==> src/rtl/puf_challenge_sequencer.sv <==
// Challenge/response sequencer for the byte-wide arbiter PUF: steps an LFSR challenge,
// settles, majority-votes repeated response samples and assembles the response word.
module puf_challenge_sequencer #(
    parameter int unsigned RESP_BITS     = 32,
    parameter int unsigned SETTLE_CYCLES = 4,
    parameter int unsigned VOTES         = 3
) (
    input  logic                 clk,
    input  logic                 rst,
    input  logic                 start,
    input  logic [7:0]           seed,
    input  logic                 response_in,
    output logic [7:0]           challenge,
    output logic                 busy,
    output logic                 done,
    output logic [RESP_BITS-1:0] response,
    output logic [5:0]           unstable_cnt
);

    localparam int unsigned SW = (SETTLE_CYCLES > 1) ? $clog2(SETTLE_CYCLES) : 1;
    localparam logic [SW-1:0] SETTLE_LAST = SW'(SETTLE_CYCLES - 1);
    localparam logic [3:0]    VOTE_LAST   = 4'(VOTES - 1);
    localparam logic [3:0]    VOTE_HALF   = 4'(VOTES / 2);
    localparam logic [3:0]    VOTE_ALL    = 4'(VOTES);
    localparam logic [5:0]    BIT_LAST    = 6'(RESP_BITS - 1);

    typedef enum logic [2:0] {
        S_IDLE,
        S_SETTLE,
        S_SAMPLE,
        S_SHIFT,
        S_DONE
    } state_t;

    state_t               r_state,      w_state_nxt;
    logic [7:0]           r_challenge,  w_challenge_nxt;
    logic                 r_busy,       w_busy_nxt;
    logic                 r_done,       w_done_nxt;
    logic [RESP_BITS-1:0] r_response,   w_response_nxt;
    logic [5:0]           r_unstable,   w_unstable_nxt;
    logic [5:0]           r_bit_cnt,    w_bit_cnt_nxt;
    logic [SW-1:0]        r_settle_cnt, w_settle_cnt_nxt;
    logic [3:0]           r_vote_cnt,   w_vote_cnt_nxt;
    logic [3:0]           r_ones,       w_ones_nxt;
    logic                 w_bit;

    // x^8+x^6+x^5+x^4+1, maximal length; never reaches zero from a nonzero state
    function automatic logic [7:0] lfsr_next(input logic [7:0] c);
        return {c[6:0], c[7] ^ c[5] ^ c[4] ^ c[3]};
    endfunction

    always_comb begin
        w_state_nxt      = r_state;
        w_challenge_nxt  = r_challenge;
        w_busy_nxt       = r_busy;
        w_done_nxt       = r_done;
        w_response_nxt   = r_response;
        w_unstable_nxt   = r_unstable;
        w_bit_cnt_nxt    = r_bit_cnt;
        w_settle_cnt_nxt = r_settle_cnt;
        w_vote_cnt_nxt   = r_vote_cnt;
        w_ones_nxt       = r_ones;
        w_bit            = (r_ones > VOTE_HALF);

        case (r_state)
            S_IDLE: begin
                if (start) begin
                    w_challenge_nxt  = (seed == 8'h00) ? 8'h01 : seed;
                    w_response_nxt   = '0;
                    w_unstable_nxt   = '0;
                    w_bit_cnt_nxt    = '0;
                    w_settle_cnt_nxt = '0;
                    w_busy_nxt       = 1'b1;
                    w_state_nxt      = S_SETTLE;
                end
            end
            S_SETTLE: begin
                w_settle_cnt_nxt = r_settle_cnt + SW'(1);
                if (r_settle_cnt == SETTLE_LAST) begin
                    w_vote_cnt_nxt = '0;
                    w_ones_nxt     = '0;
                    w_state_nxt    = S_SAMPLE;
                end
            end
            S_SAMPLE: begin
                w_ones_nxt     = r_ones + {3'b000, response_in};
                w_vote_cnt_nxt = r_vote_cnt + 4'd1;
                if (r_vote_cnt == VOTE_LAST) begin
                    w_state_nxt = S_SHIFT;
                end
            end
            S_SHIFT: begin
                w_response_nxt  = {r_response[RESP_BITS-2:0], w_bit};
                if (r_ones != 4'd0 && r_ones != VOTE_ALL && r_unstable != 6'd63) begin
                    w_unstable_nxt = r_unstable + 6'd1;
                end
                w_challenge_nxt = lfsr_next(r_challenge);
                w_bit_cnt_nxt   = r_bit_cnt + 6'd1;
                if (r_bit_cnt == BIT_LAST) begin
                    w_done_nxt  = 1'b1;
                    w_busy_nxt  = 1'b0;
                    w_state_nxt = S_DONE;
                end else begin
                    w_settle_cnt_nxt = '0;
                    w_state_nxt      = S_SETTLE;
                end
            end
            S_DONE: begin
                w_done_nxt  = 1'b0;
                w_state_nxt = S_IDLE;
            end
            default: begin
                w_state_nxt = S_IDLE;
            end
        endcase
    end

    always_ff @(posedge clk) begin
        if (rst) begin
            r_state      <= S_IDLE;
            r_challenge  <= '0;
            r_busy       <= 1'b0;
            r_done       <= 1'b0;
            r_response   <= '0;
            r_unstable   <= '0;
            r_bit_cnt    <= '0;
            r_settle_cnt <= '0;
            r_vote_cnt   <= '0;
            r_ones       <= '0;
        end else begin
            r_state      <= w_state_nxt;
            r_challenge  <= w_challenge_nxt;
            r_busy       <= w_busy_nxt;
            r_done       <= w_done_nxt;
            r_response   <= w_response_nxt;
            r_unstable   <= w_unstable_nxt;
            r_bit_cnt    <= w_bit_cnt_nxt;
            r_settle_cnt <= w_settle_cnt_nxt;
            r_vote_cnt   <= w_vote_cnt_nxt;
            r_ones       <= w_ones_nxt;
        end
    end

    assign challenge    = r_challenge;
    assign busy         = r_busy;
    assign done         = r_done;
    assign response     = r_response;
    assign unstable_cnt = r_unstable;

endmodule

==> config.mk <==
export PLATFORM = sky130hd
export DESIGN_NAME = puf_challenge_sequencer
export DESIGN_NICKNAME = d
export VERILOG_FILES = /design/src/rtl/puf_challenge_sequencer.sv
export SDC_FILE = /design/constraint.sdc
export NUM_CORES = 1
export LEC_CHECK = 0
export ABC_AREA = 1
export CORE_ASPECT_RATIO = 0.9
export CORE_MARGIN = 3
export CORE_UTILIZATION = 55
export CTS_BUF_LIST = sky130_fd_sc_hd__clkbuf_4 sky130_fd_sc_hd__clkbuf_8
export DETAILED_ROUTE_END_ITERATION = 12
export HOLD_SLACK_MARGIN = 0.12
export PLACE_DENSITY = 0.85
export SYNTH_ARGS = -nofsm -noshare
export SYNTH_HDL_FRONTEND = slang
export SYNTH_SLANG_ARGS = --single-unit
==> constraint.sdc <==
create_clock -name clk -period 1.8 [get_ports clk]
set_input_delay 0.54 -clock clk [delete_from_list [all_inputs] [get_ports clk]]
set_output_delay 0.54 -clock clk [all_outputs]
set_load 0.01 [all_outputs]
==> reports/results.txt, run 1 <==
For the final sum of negative setup slack, the log shows 0 ps. The number of H-tree branching levels was 3. Setup repair after global routing left no endpoint under its margin. Dividing the detail-routed via count by the number of cells gives 5.24.

At the end of routability-driven placement, the weighted congestion stood at 0.785. The synthesized design contains 67 register bits. The detail route stage leaves a number of antenna-violating nets equal to 0.

Total power divided by cell area: 781 nW/µm². For the detailed-routed wire length on met2, the log shows 3320 µm. Traced cell by cell, the critical path runs through clkdlybuf4s50_1.

The maximum number of pins on one net before global-route repair came out at 37. The die covers 6340 µm². The number of global-route vias before repair is 2624. Area of placed instances: 3630 µm². The buffers inserted during post-CTS setup optimization is 0, and the maximum ir drop on the vdd rail is 0.526 mV. The instance count on the critical path works out to 1. The region available for standard cell placement spans 5040 µm². The logs give 60 for the top-level port count and 4 for the length of the first detailed-routing pass in iterations.

The tools report the fraction of the yosys area taken by sequential cells as 0.450. Number of buffers and inverters on the critical path: 1. Across all hold checks on the routed design, the worst slack comes to 465 ps. The first global-routing pass estimated 11400 µm of wire.

The tree is rooted in a sky130_fd_sc_hd__clkbuf_8. Average wire per cell in the routed design: 12.8 µm. Measured in cells, the most critical reg-to-reg path has a length of 7. Once detailed placement completed, the half-perimeter wirelength came to 4650 µm.

Met3 wirelength from detailed routing: 355 µm. Buffers placed on the I/O ports in this run total 59. The run gives 2 as the maximum root-to-sink buffer count. Top metal layer carrying routed signals: met4. In the final design database the tool counted 486 nets. The highest clock rate was 571 MHz; the critical-path maximum fanout was 2.

Relative to the synthesized area, the layout overhead comes to 26.0%. The largest single stage delay on the critical path is 540 ps. Summed over all layers, the routed wires come to 6840 µm. The final worst-path cycle share was 0.974. The count of final hold-check violations came out at 0. For the worst setup path, the data arrival time is 1210 ps.

0 antenna diodes ended up in the layout. The logs give 0 for the total of max-cap violations and 166 for the number of DRC markers in iteration 0. The finished cells cover 3750 µm². The largest individual stage delay along the critical path comes from the cell sky130_fd_sc_hd__clkdlybuf4s50_1.

TritonCTS built the clock tree. The kind of end point of the critical path is an output pin. Setup slack on the critical path of the routed design comes to 47.7 ps. The hold-fix buffer count after cts is 0. The initial core utilization came out at 0.591. The number of stages on the worst hold path is 2, and the clock buffer count from CTS is 9. The number of max-slew violations in the final report is 0.

The worst setup path is launched from a register. The analysis attributes to cell leakage a power of 1.70 nW. Broken down by cell family, the worst path's largest delay share belongs to buffers and inverters.

The netlist area before placement came out at 2980 µm². The count of synthesis-stage warnings from yosys is 0, and the final critical-path required period is 1750 ps. The flow ran to the end, and the final reports show no timing, DRC or antenna violations. At the worst endpoint, the required time is 1260 ps. Between clock sinks in the finished design, the worst skew comes to 7.98 ps. The critical path in this run is classified as register to output pin.

The share of the core filled with cells in the final layout came out at 0.744. The initial antenna violation count is 0. The tools report the length of routed wiring on met1 as 3080 µm.

Setup violations remaining at the end of the flow were counted as 0. For this block, the via count after detailed routing is 2806. The headroom to the max-slew limit was 0.700. The clock insertion delay at the later pin of the skew report is 340 ps, and the floorplan die height is 75.8 µm. Synthesis produced a netlist with a net count of 423.

The tools report the worst setup slack before clock tree synthesis as 15.1 ps. Row generation in the floorplan step produced 24 rows. The count of clock tree sinks is 67. For this run, design rule violations remaining after detail routing come to 0. In this run, distinct cell masters in the synthesized netlist total 29. Type of the most critical hold path: register to register. Leaving out fill and tap cells, the most frequent cell in the layout is sky130_fd_sc_hd__nand2_1. The global-route total usage across every layer was 0.222; the measured slew at the worst slew-check pin was 449 ps. Summed over all layers, the global routing overflow is 0. The fraction of layout instances using a drive strength above 1 came out at 0.0955. The cell count after synthesis was 404.

The die boundary width is 83.6 µm. The library cells used most frequently in the layout, excluding fill and tap cells, are 148 x sky130_fd_sc_hd__nand2_1, 67 x sky130_fd_sc_hd__dfxtp_1, 55 x sky130_fd_sc_hd__a21oi_1. The clock slew seen by the registers of the worst setup and hold paths is 70 ps. Each instance of the synthesized netlist takes up on average 7.37 µm².
[synthesized netlist by cell type (all sizes together)]
cell	instances	area [µm²]
a31oi	5	31.3
or2	2	12.5
xor2	2	17.5
o21ai	14	70.1
nor4	1	6.26
nand3	22	148
dfxtp	67	1340
mux2i	1	10.0
a31o	3	26.3
nor2	26	105
nand2	151	584
buf	11	98.9
nor3b	1	12.5
nand4	3	18.8
a21oi	55	275
ha	7	87.6
clkbuf	7	26.3
nor3	2	15.0
inv	24	92.6
[layout make-up]
| cell class | count | area [µm²] |
|---|---|---|
| Tap cell | 65 | 81.3 |
| Timing Repair Buffer | 70 | 656 |
| Inverter | 24 | 92.6 |
| Clock inverter | 5 | 31.3 |
| Fill cell | 431 | 1290 |
| Multi-Input combinational cell | 295 | 1420 |
| Sequential cell | 67 | 1340 |
| Clock buffer | 10 | 131 |
[report_power, final]
part | switching, mW | leakage, nW | internal [mW]
Combinational | 0.178 | 1.07 | 0.134
Sequential | 0.0363 | 0.543 | 1.52
Clock | 0.563 | 0.0853 | 0.502
[repair_timing]
item,CTS,global route
setup endpoints to repair,40,5
gates resized for setup,40,5
hold endpoints to repair,0,0
[cell families after synthesis]
| logic type | synth area share |
|---|---|
| AND/OR/NAND/NOR | 0.303 |
| AO/OA/AOI/OAI | 0.135 |
| flip-flops | 0.450 |
| buffers and inverters | 0.0731 |
| adder cells (fa/ha/maj) | 0.0294 |
| XOR/XNOR | 0.00588 |
| multiplexers | 0.00336 |
[per-stage QoR]
step	std cells	total power, mW
2_1_floorplan	404	1.79
3_3_place_gp	521	1.91
3_5_place_dp	521	1.92
4_1_cts	536	2.96
5_1_grt	536	3.05
6_report	536	2.93
[state kept, by name (all words and copies together) (netlist names)]
register / cells
busy: 1
challenge: 8
done: 1
r_bit_cnt: 6
r_ones: 4
r_settle_cnt: 2
r_state: 3
r_vote_cnt: 4
response: 32
unstable_cnt: 6
[worst register-to-register path, delay by kind of cell, from the launching register on]
| kind | cells | cell delay, ps |
|---|---|---|
| DFF | 1 | 430 |
| AOI/OAI and AO/OA | 2 | 260 |
| and+or+nand+nor | 2 | 190 |
| buffers and inverters | 3 | 510 |
[layer usage]
layer | vias to the layer above | GRT usage
met2 | 67 | 0.393
met5 | - | 0
met3 | 9 | 0.0595
met4 | 0 | 0.0893
met1 | 1294 | 0.262
li1 | 1436 | -
[worst paths after layout]
| check | to | slack, ps | start |
|---|---|---|---|
| worst min register to register | response[31]$_SDFFE_PP0P_ | 460 | response[31]$_SDFFE_PP0P_ |
| worst max-delay path | unstable_cnt[4] | 50 | unstable_cnt[4]$_SDFFE_PP0P_ |
| worst max register to register | challenge[7]$_SDFFE_PP0P_ | 290 | r_state[2]$_SDFFE_PP0P_ |
| worst min-delay path | response[31]$_SDFFE_PP0P_ | 460 | response[31]$_SDFFE_PP0P_ |
No activity file was read; power rests on OpenSTA's default activity.
==> run 2: changes to the inputs <==
--- a/config.mk
+++ b/config.mk
@@ -8,11 +8,11 @@
 export ABC_AREA = 1
 export CORE_ASPECT_RATIO = 0.9
 export CORE_MARGIN = 3
-export CORE_UTILIZATION = 55
+export CORE_UTILIZATION = 53
 export CTS_BUF_LIST = sky130_fd_sc_hd__clkbuf_4 sky130_fd_sc_hd__clkbuf_8
 export DETAILED_ROUTE_END_ITERATION = 12
 export HOLD_SLACK_MARGIN = 0.12
-export PLACE_DENSITY = 0.85
+export PLACE_DENSITY = 0.82
 export SYNTH_ARGS = -nofsm -noshare
 export SYNTH_HDL_FRONTEND = slang
 export SYNTH_SLANG_ARGS = --single-unit
==> constraint.sdc (replaced) <==
create_clock -name clk -period 2 [get_ports clk]
set_input_delay 0.6 -clock clk [delete_from_list [all_inputs] [get_ports clk]]
set_output_delay 0.6 -clock clk [all_outputs]
set_load 0.01 [all_outputs]
==> run 2 against run 1 <==
  * Worst hold slack improved by 0.83 ps
  * Sequential share of layout area decreased by 0.27 points
  * Critical endpoint is now unstable_cnt[5]
  * Worst setup slack gained 60 ps
  * Non-clock buffer count down 2
  * First-iteration DRC count down 17%
  * Clock skew decreased by 0.70 ps
  * Count of clock-buffer cells in the layout rose by 1
  * Design area rose by 1.0%
  * Flip-flop and latch count did not move
==> reports/results.txt, run 2 (same netlist as run 1, synthesis figures left out) <==
The floorplan has 25 rows. The maximum ir drop on the vdd rail is 0.428 mV, and the die footprint is 6560 µm². The total of max-cap violations came out at 0. The buffers inserted during post-CTS setup optimization was 0; the total placed cells including tap cells was 521. The worst setup path is launched from a register. The final critical-path required period was 1890 ps; the hold-fix buffer count after cts was 0.

Once detailed placement completed, the half-perimeter wirelength came to 4630 µm. STA classifies the critical path endpoint as an output pin. The maximum root-to-sink buffer count is 2.

The number of global-route vias before repair was 2666; the number of buffers and inverters on the critical path was 1. At the end of routability-driven placement, the weighted congestion stood at 0.787. The min-delay analysis places its worst path in the category register to register. The clock slew seen by the registers of the worst setup and hold paths was 70 ps; the length of the first detailed-routing pass in iterations was 4. The number of max-slew violations in the final report was 0; the number of flip-flops under the largest register name was 32. The clock insertion delay at the later pin of the skew report is 330 ps, and the total non-filler cell area in the finished layout is 3790 µm². The initial core utilization is 0.557. The first global-routing pass estimated 11600 µm of wire. The fraction of layout instances using a drive strength above 1 is 0.0962.

The buffer type at the clock tree root was sky130_fd_sc_hd__clkbuf_8. Final worst-path cycle share: 0.946. By startpoint and endpoint, the worst setup path is classified as register to output pin.

TritonCTS built the clock tree. The run finished with clean final reports. At the pin with the least slew margin, the transition time is 503 ps. After floorplanning, the core was sized to cover 5350 µm².

For this design the static power due to leakage is 1.42 nW. Entering global routing, the biggest net connects 35 pins. Count of clock tree sinks: 67.

The tools report the count of final hold-check violations as 0. The maximum single-stage delay on the critical path is 560 ps. The die boundary width came out at 85.0 µm. The global-route total usage across every layer was 0.216; the average wire per cell in the routed design was 12.5 µm.

Critical path's top delay family: buffers and inverters. The antenna diode count is 0, and the initial antenna violation count is 0. The aggregate routed wire length was 6670 µm. The floorplan die height works out to 77.1 µm.

The final cell count without fillers was 535. The number of H-tree branching levels was 3; the endpoint required time on the critical path was 1400 ps. The run gives 0 ps as the final sum of negative setup slack. Global routing finished with a remaining overflow of 0. Setup repair after global routing left no endpoint under its margin. The critical-path maximum fanout was 5.

In the layout the commonest cells are 148 x sky130_fd_sc_hd__nand2_1, 64 x sky130_fd_sc_hd__dfxtp_1, 58 x sky130_fd_sc_hd__clkdlybuf4s50_1. The tools report the clock tree skew after final layout as 7.27 ps. For the worst hold slack across all endpoints, the log shows 465 ps. The total number of vias is 2796, and the vias per cell is 5.23. Walking the worst path, the cells encountered are clkdlybuf4s50_1. For this run, design rule violations remaining after detail routing come to 0.

The filler cells instantiated in the layout total 444. The net count of the finished layout is 484. In the final layout, flip-flops and latches occupy 1350 µm². For this design the ratio of total power to cell area is 728 nW/µm². The top-level port count came out at 60.

After the first detailed-routing iteration, the DRC count stood at 137. In this run the tool buffered the top-level ports with 59 buffer cells. In this run, CTS created clock tree buffers numbering 9. For the number of resized instances in the post-cts repair step, the log shows 0. Leaving out fill and tap cells, the most frequent cell in the layout is sky130_fd_sc_hd__nand2_1.

For this run, the top clock speed supported by timing is 528 MHz. For this design, the slowest cell found on the critical path is sky130_fd_sc_hd__clkdlybuf4s50_1. Setup violations remaining at the end of the flow were counted as 0.

Multi-input logic area: 1420 µm². At the worst endpoint, the arrival time is 1290 ps. Once placement finished, the instance area stood at 3600 µm². Once detail routing completed, the nets flagged for antenna violations numbered 0.

The headroom to the max-slew limit was 0.664; the layout overhead on the synthesized area was 27.3%.
run 2: cell count changes in the layout (fill, tap and decap cells not counted), sizes merged:
cell	before	now
clkinv	4	2
clkinvlp	1	0
dlymetal6s2s	5	0
clkdlybuf4s50	13	58
buf	12	10
bufinv	0	1
dlygate4sd2	40	0
clkbuf	10	11
run 2: cell type report:
| cell class | count | share of cell area |
|---|---|---|
| sequential | 67 | 0.355 |
| clock buffer | 11 | 0.0383 |
| timing repair buffer | 68 | 0.176 |
| clock inverter | 3 | 0.0106 |
| inverter | 24 | 0.0244 |
| tap | 67 | 0.0221 |
| multi-input combinational | 295 | 0.374 |
run 2: tightest hold or removal path, cell delays in order (launching register included):
cell and delay (ps):
sky130_fd_sc_hd__dfxtp_1 310, sky130_fd_sc_hd__nand2_1 60, sky130_fd_sc_hd__a21oi_1 50
run 2: per-layer routing:
| metal | vias up | wire length [µm] | GRT usage |
|---|---|---|---|
| met2 | 57 | 3270 | 0.358 |
| met5 | - | 0 | 0 |
| met1 | 1310 | 3050 | 0.264 |
| met3 | 6 | 295 | 0.0730 |
| met4 | 0 | 61 | 0.0617 |
| li1 | 1423 | - | - |
run 2: power breakdown:
group,total (mW),switching (mW),internal [mW]
clock network,1.07,0.462,0.606
registers,1.40,0.0331,1.37
logic,0.291,0.161,0.130
total,2.76,0.656,2.10
run 2: worst paths after layout:
kind / from / cells past startpoint / end / slack, ps
setup / recovery: unstable_cnt[5]$_SDFFE_PP0P_ / 1 / unstable_cnt[5] / 110
hold / removal: response[31]$_SDFFE_PP0P_ / 2 / response[31]$_SDFFE_PP0P_ / 470
setup reg to reg: r_state[2]$_SDFFE_PP0P_ / 8 / r_bit_cnt[3]$_SDFFE_PP0P_ / 480
hold reg to reg: response[31]$_SDFFE_PP0P_ / 2 / response[31]$_SDFFE_PP0P_ / 470
run 2: through the flow:
step            util  power [mW]  worst slack, ps
6_report       0.709        2.76              108
5_1_grt        0.709        2.88             45.4
4_1_cts        0.708        2.78             40.6
3_5_place_dp   0.674        1.72              125
3_3_place_gp   0.674        1.71              171
2_1_floorplan      -        1.61              622
==> run 3: changes to the inputs <==
--- a/config.mk
+++ b/config.mk
@@ -6,13 +6,15 @@
 export NUM_CORES = 1
 export LEC_CHECK = 0
 export ABC_AREA = 1
+export CELL_PAD_IN_SITES_DETAIL_PLACEMENT = 0
+export CELL_PAD_IN_SITES_GLOBAL_PLACEMENT = 1
 export CORE_ASPECT_RATIO = 0.9
 export CORE_MARGIN = 3
-export CORE_UTILIZATION = 53
+export CORE_UTILIZATION = 38
 export CTS_BUF_LIST = sky130_fd_sc_hd__clkbuf_4 sky130_fd_sc_hd__clkbuf_8
 export DETAILED_ROUTE_END_ITERATION = 12
 export HOLD_SLACK_MARGIN = 0.12
-export PLACE_DENSITY = 0.82
+export PLACE_DENSITY_LB_ADDON = 0.1
 export SYNTH_ARGS = -nofsm -noshare
 export SYNTH_HDL_FRONTEND = slang
 export SYNTH_SLANG_ARGS = --single-unit
==> run 3 against run 2 <==
  * Sequential share of layout area fell by 0.49 points
  * Clock skew barely moved
  * Wire length fell by 0.18%
  * Via count fell by 3.1%
  * Count of clock-buffer cells in the layout fell by 1
  * Global-route usage fell by 5.8 points
  * Flip-flop and latch count did not move
  * Combinational power fell by 7%
  * Cell count rose by 5.0%
  * Largest power group unchanged
==> reports/results.txt, run 3 (same netlist as run 1, synthesis figures left out) <==
The run finished with clean final reports. The global-route total usage across every layer is 0.158. The cell sitting at the root of the clock tree is a sky130_fd_sc_hd__clkbuf_8.

The total overflow left after global routing is 0. The final layout contains routed wiring with a total length of 6660 µm. The average wire per cell in the routed design was 11.9 µm. The logs give 0 for the count of final hold-check violations and 0.406 for the initial core utilization. The number of flip-flops under the largest register name is 32, and the floorplan core area is 7330 µm². For the number of global-route vias before repair, the log shows 2502. For this design the top-level I/O count stands at 60. The tools report the critical path launch point type as a register. Summing over every cut layer, the via total after detailed routing is 2709.

The number of H-tree branching levels is 3, and the antenna diode count is 0. Summing all flip-flop and latch instances after layout gives 1340 µm². The floorplan die height is 90 µm, and the measured slew at the worst slew-check pin is 503 ps.

TritonCTS built the clock tree. In the layout the commonest cells are 148 x sky130_fd_sc_hd__nand2_1, 66 x sky130_fd_sc_hd__dfxtp_1, 58 x sky130_fd_sc_hd__clkdlybuf4s50_1. The leakage power total is 1.43 nW, and the multi-input logic area is 1420 µm². Clock slew seen by the registers of the worst setup and hold paths: 80 ps.

The first global-routing pass estimated 11500 µm of wire. The filler cells instantiated in the layout total 746. At the worst endpoint, the arrival time is 1310 ps. Clock tree synthesis inserted a total of 9 buffers.

The logs give 8940 µm² for the die footprint and 0 for the total of max-cap violations. The met3 usage in global routing came out at 0.0410. The worst setup path is captured at an output pin. Clock tree synthesis found a total of 67 sinks. The longest clock path from root to sink contains 2 buffers. Number of buffers and inverters on the critical path: 1.

The critical path's top delay family is buffers and inverters. By startpoint and endpoint, the worst setup path is classified as register to output pin. The logs give 483 for the number of nets in the layout and 0 ps for the final sum of negative setup slack.

The headroom to the max-slew limit is 0.664. The die boundary width came out at 99.3 µm. The critical path goes through clkdlybuf4s50_1. The run gives 5 as the length of the first detailed-routing pass in iterations. The endpoint required time on the critical path is 1400 ps. The largest individual stage delay along the critical path comes from the cell sky130_fd_sc_hd__clkdlybuf4s50_1. Relative to the synthesized area, the layout overhead comes to 28.9%. The fraction of layout instances using a drive strength above 1 is 0.0938, and the clock insertion delay at the later pin of the skew report is 340 ps. The detail route stage leaves a number of antenna-violating nets equal to 0. Type of the most critical hold path: register to register. The detailed router finished its first iteration with 104 violations.

The congestion estimate from routability-driven global placement came to 0.787. In this design, the stage delay of the slowest critical-path cell is 560 ps. For the worst flop-to-flop path, the logic depth is 7. Buffers placed on the I/O ports in this run total 59.

Fraction of met2 tracks used by global routing: 0.242. The clock tree skew after final layout was 6.99 ps; the number of max-slew violations in the final report was 0. The number of stages on the worst hold path is 2, and the total power divided by cell area is 760 nW/µm². The library cell used most frequently in the layout, excluding fill and tap cells, is sky130_fd_sc_hd__nand2_1. In this run, post-CTS hold repair placed 0 buffers.

The maximum number of pins on one net before global-route repair was 43. Based on the critical path, the design can be clocked at up to 523 MHz. In this run the critical register-to-register path is captured at challenge[4]$_SDFFE_PP0P_. The detailed-route DRC error count was 0; the count of endpoints failing setup in the final report was 0.

The site row count was 29. Initial antenna violation count: 0. Dividing the detail-routed via count by the number of cells gives 4.82. The launch instance of the worst min-delay path is response[31]$_SDFFE_PP0P_. Setup repair after global routing left no endpoint under its margin. Along the worst path, the maximum fanout reaches 5. The final critical-path required period came out at 1910 ps. Hold-critical path endpoint: response[31]$_SDFFE_PP0P_.

The run gives 410 ps as the slack of the worst reg-to-reg path. After detailed placement, the total cell area comes to 3620 µm². The global routing usage on met1 is 0.212, and the total non-filler cell area in the finished layout is 3840 µm². The final worst-path cycle share is 0.955, and the post-detailed-placement half-perimeter wirelength is 4530 µm.

In this run the most used layer during global routing was met2. Worst flop-to-flop path startpoint: r_state[2]$_SDFFE_PP0P_. VDD sags by at most 0.408 mV.
==> run 3: through the flow <==
| stage | hold WS [ps] | worst slack (ps) | power [mW] | utilization | cells |
|---|---|---|---|---|---|
| 3_5_place_dp | 455 | 35.8 | 1.71 | 0.493 | 546 |
| 5_1_grt | 494 | 19.3 | 3.05 | 0.524 | 562 |
| 4_1_cts | 469 | 54.5 | 2.96 | 0.524 | 562 |
| 3_3_place_gp | 451 | 14.5 | 1.71 | 0.493 | 546 |
| 2_1_floorplan | 444 | 622 | 1.61 | - | 404 |
| 6_report | 470 | 89.1 | 2.92 | 0.524 | 562 |
==> run 3: what timing repair did <==
item                                    in CTS  in global routing
gates resized for setup                      0                  1
buffers inserted                             0                  0
endpoints found under the setup margin       0                  1
==> run 3: worst max-delay path by stage <==
stage	start	to	slack [ps]	cells past startpoint
2_1_floorplan	rst	challenge[4]$_SDFFE_PP0P_	620	5
3_3_place_gp	start	challenge[5]$_SDFFE_PP0P_	10	6
3_5_place_dp	start	challenge[4]$_SDFFE_PP0P_	40	6
4_1_cts	unstable_cnt[2]$_SDFFE_PP0P_	unstable_cnt[2]	50	1
5_1_grt	challenge[3]$_SDFFE_PP0P_	challenge[3]	20	1
6_report	challenge[3]$_SDFFE_PP0P_	challenge[3]	90	1
==> run 3: where the power goes <==
| part | switching, mW | internal (mW) | total (mW) | leakage, nW |
|---|---|---|---|---|
| clock | 0.529 | 0.718 | 1.25 | 0.110 |
| sequential | 0.0331 | 1.37 | 1.40 | 0.543 |
| combinational | 0.154 | 0.118 | 0.272 | 0.774 |
==> run 3: worst reg2reg max path, delay by kind of cell (launching register included) <==
| kind | cells | cell delay, ps |
|---|---|---|
| compound gates | 2 | 290 |
| buf+inv | 3 | 630 |
| simple gates | 2 | 180 |
| flops | 1 | 420 |
==> run 3: layout make-up <==
type / instances / area share
Tap cell: 93 / 0.0303
Multi-Input combinational cell: 295 / 0.370
Clock inverter: 6 / 0.0235
Sequential cell: 67 / 0.350
Timing Repair Buffer: 67 / 0.168
Clock buffer: 10 / 0.0342
Inverter: 24 / 0.0241
==> run 3: routing by layer <==
metal,wire length [µm],share of wire
met5,0,0
met4,114,0.017
met3,359,0.054
met2,2830,0.42
met1,3360,0.50
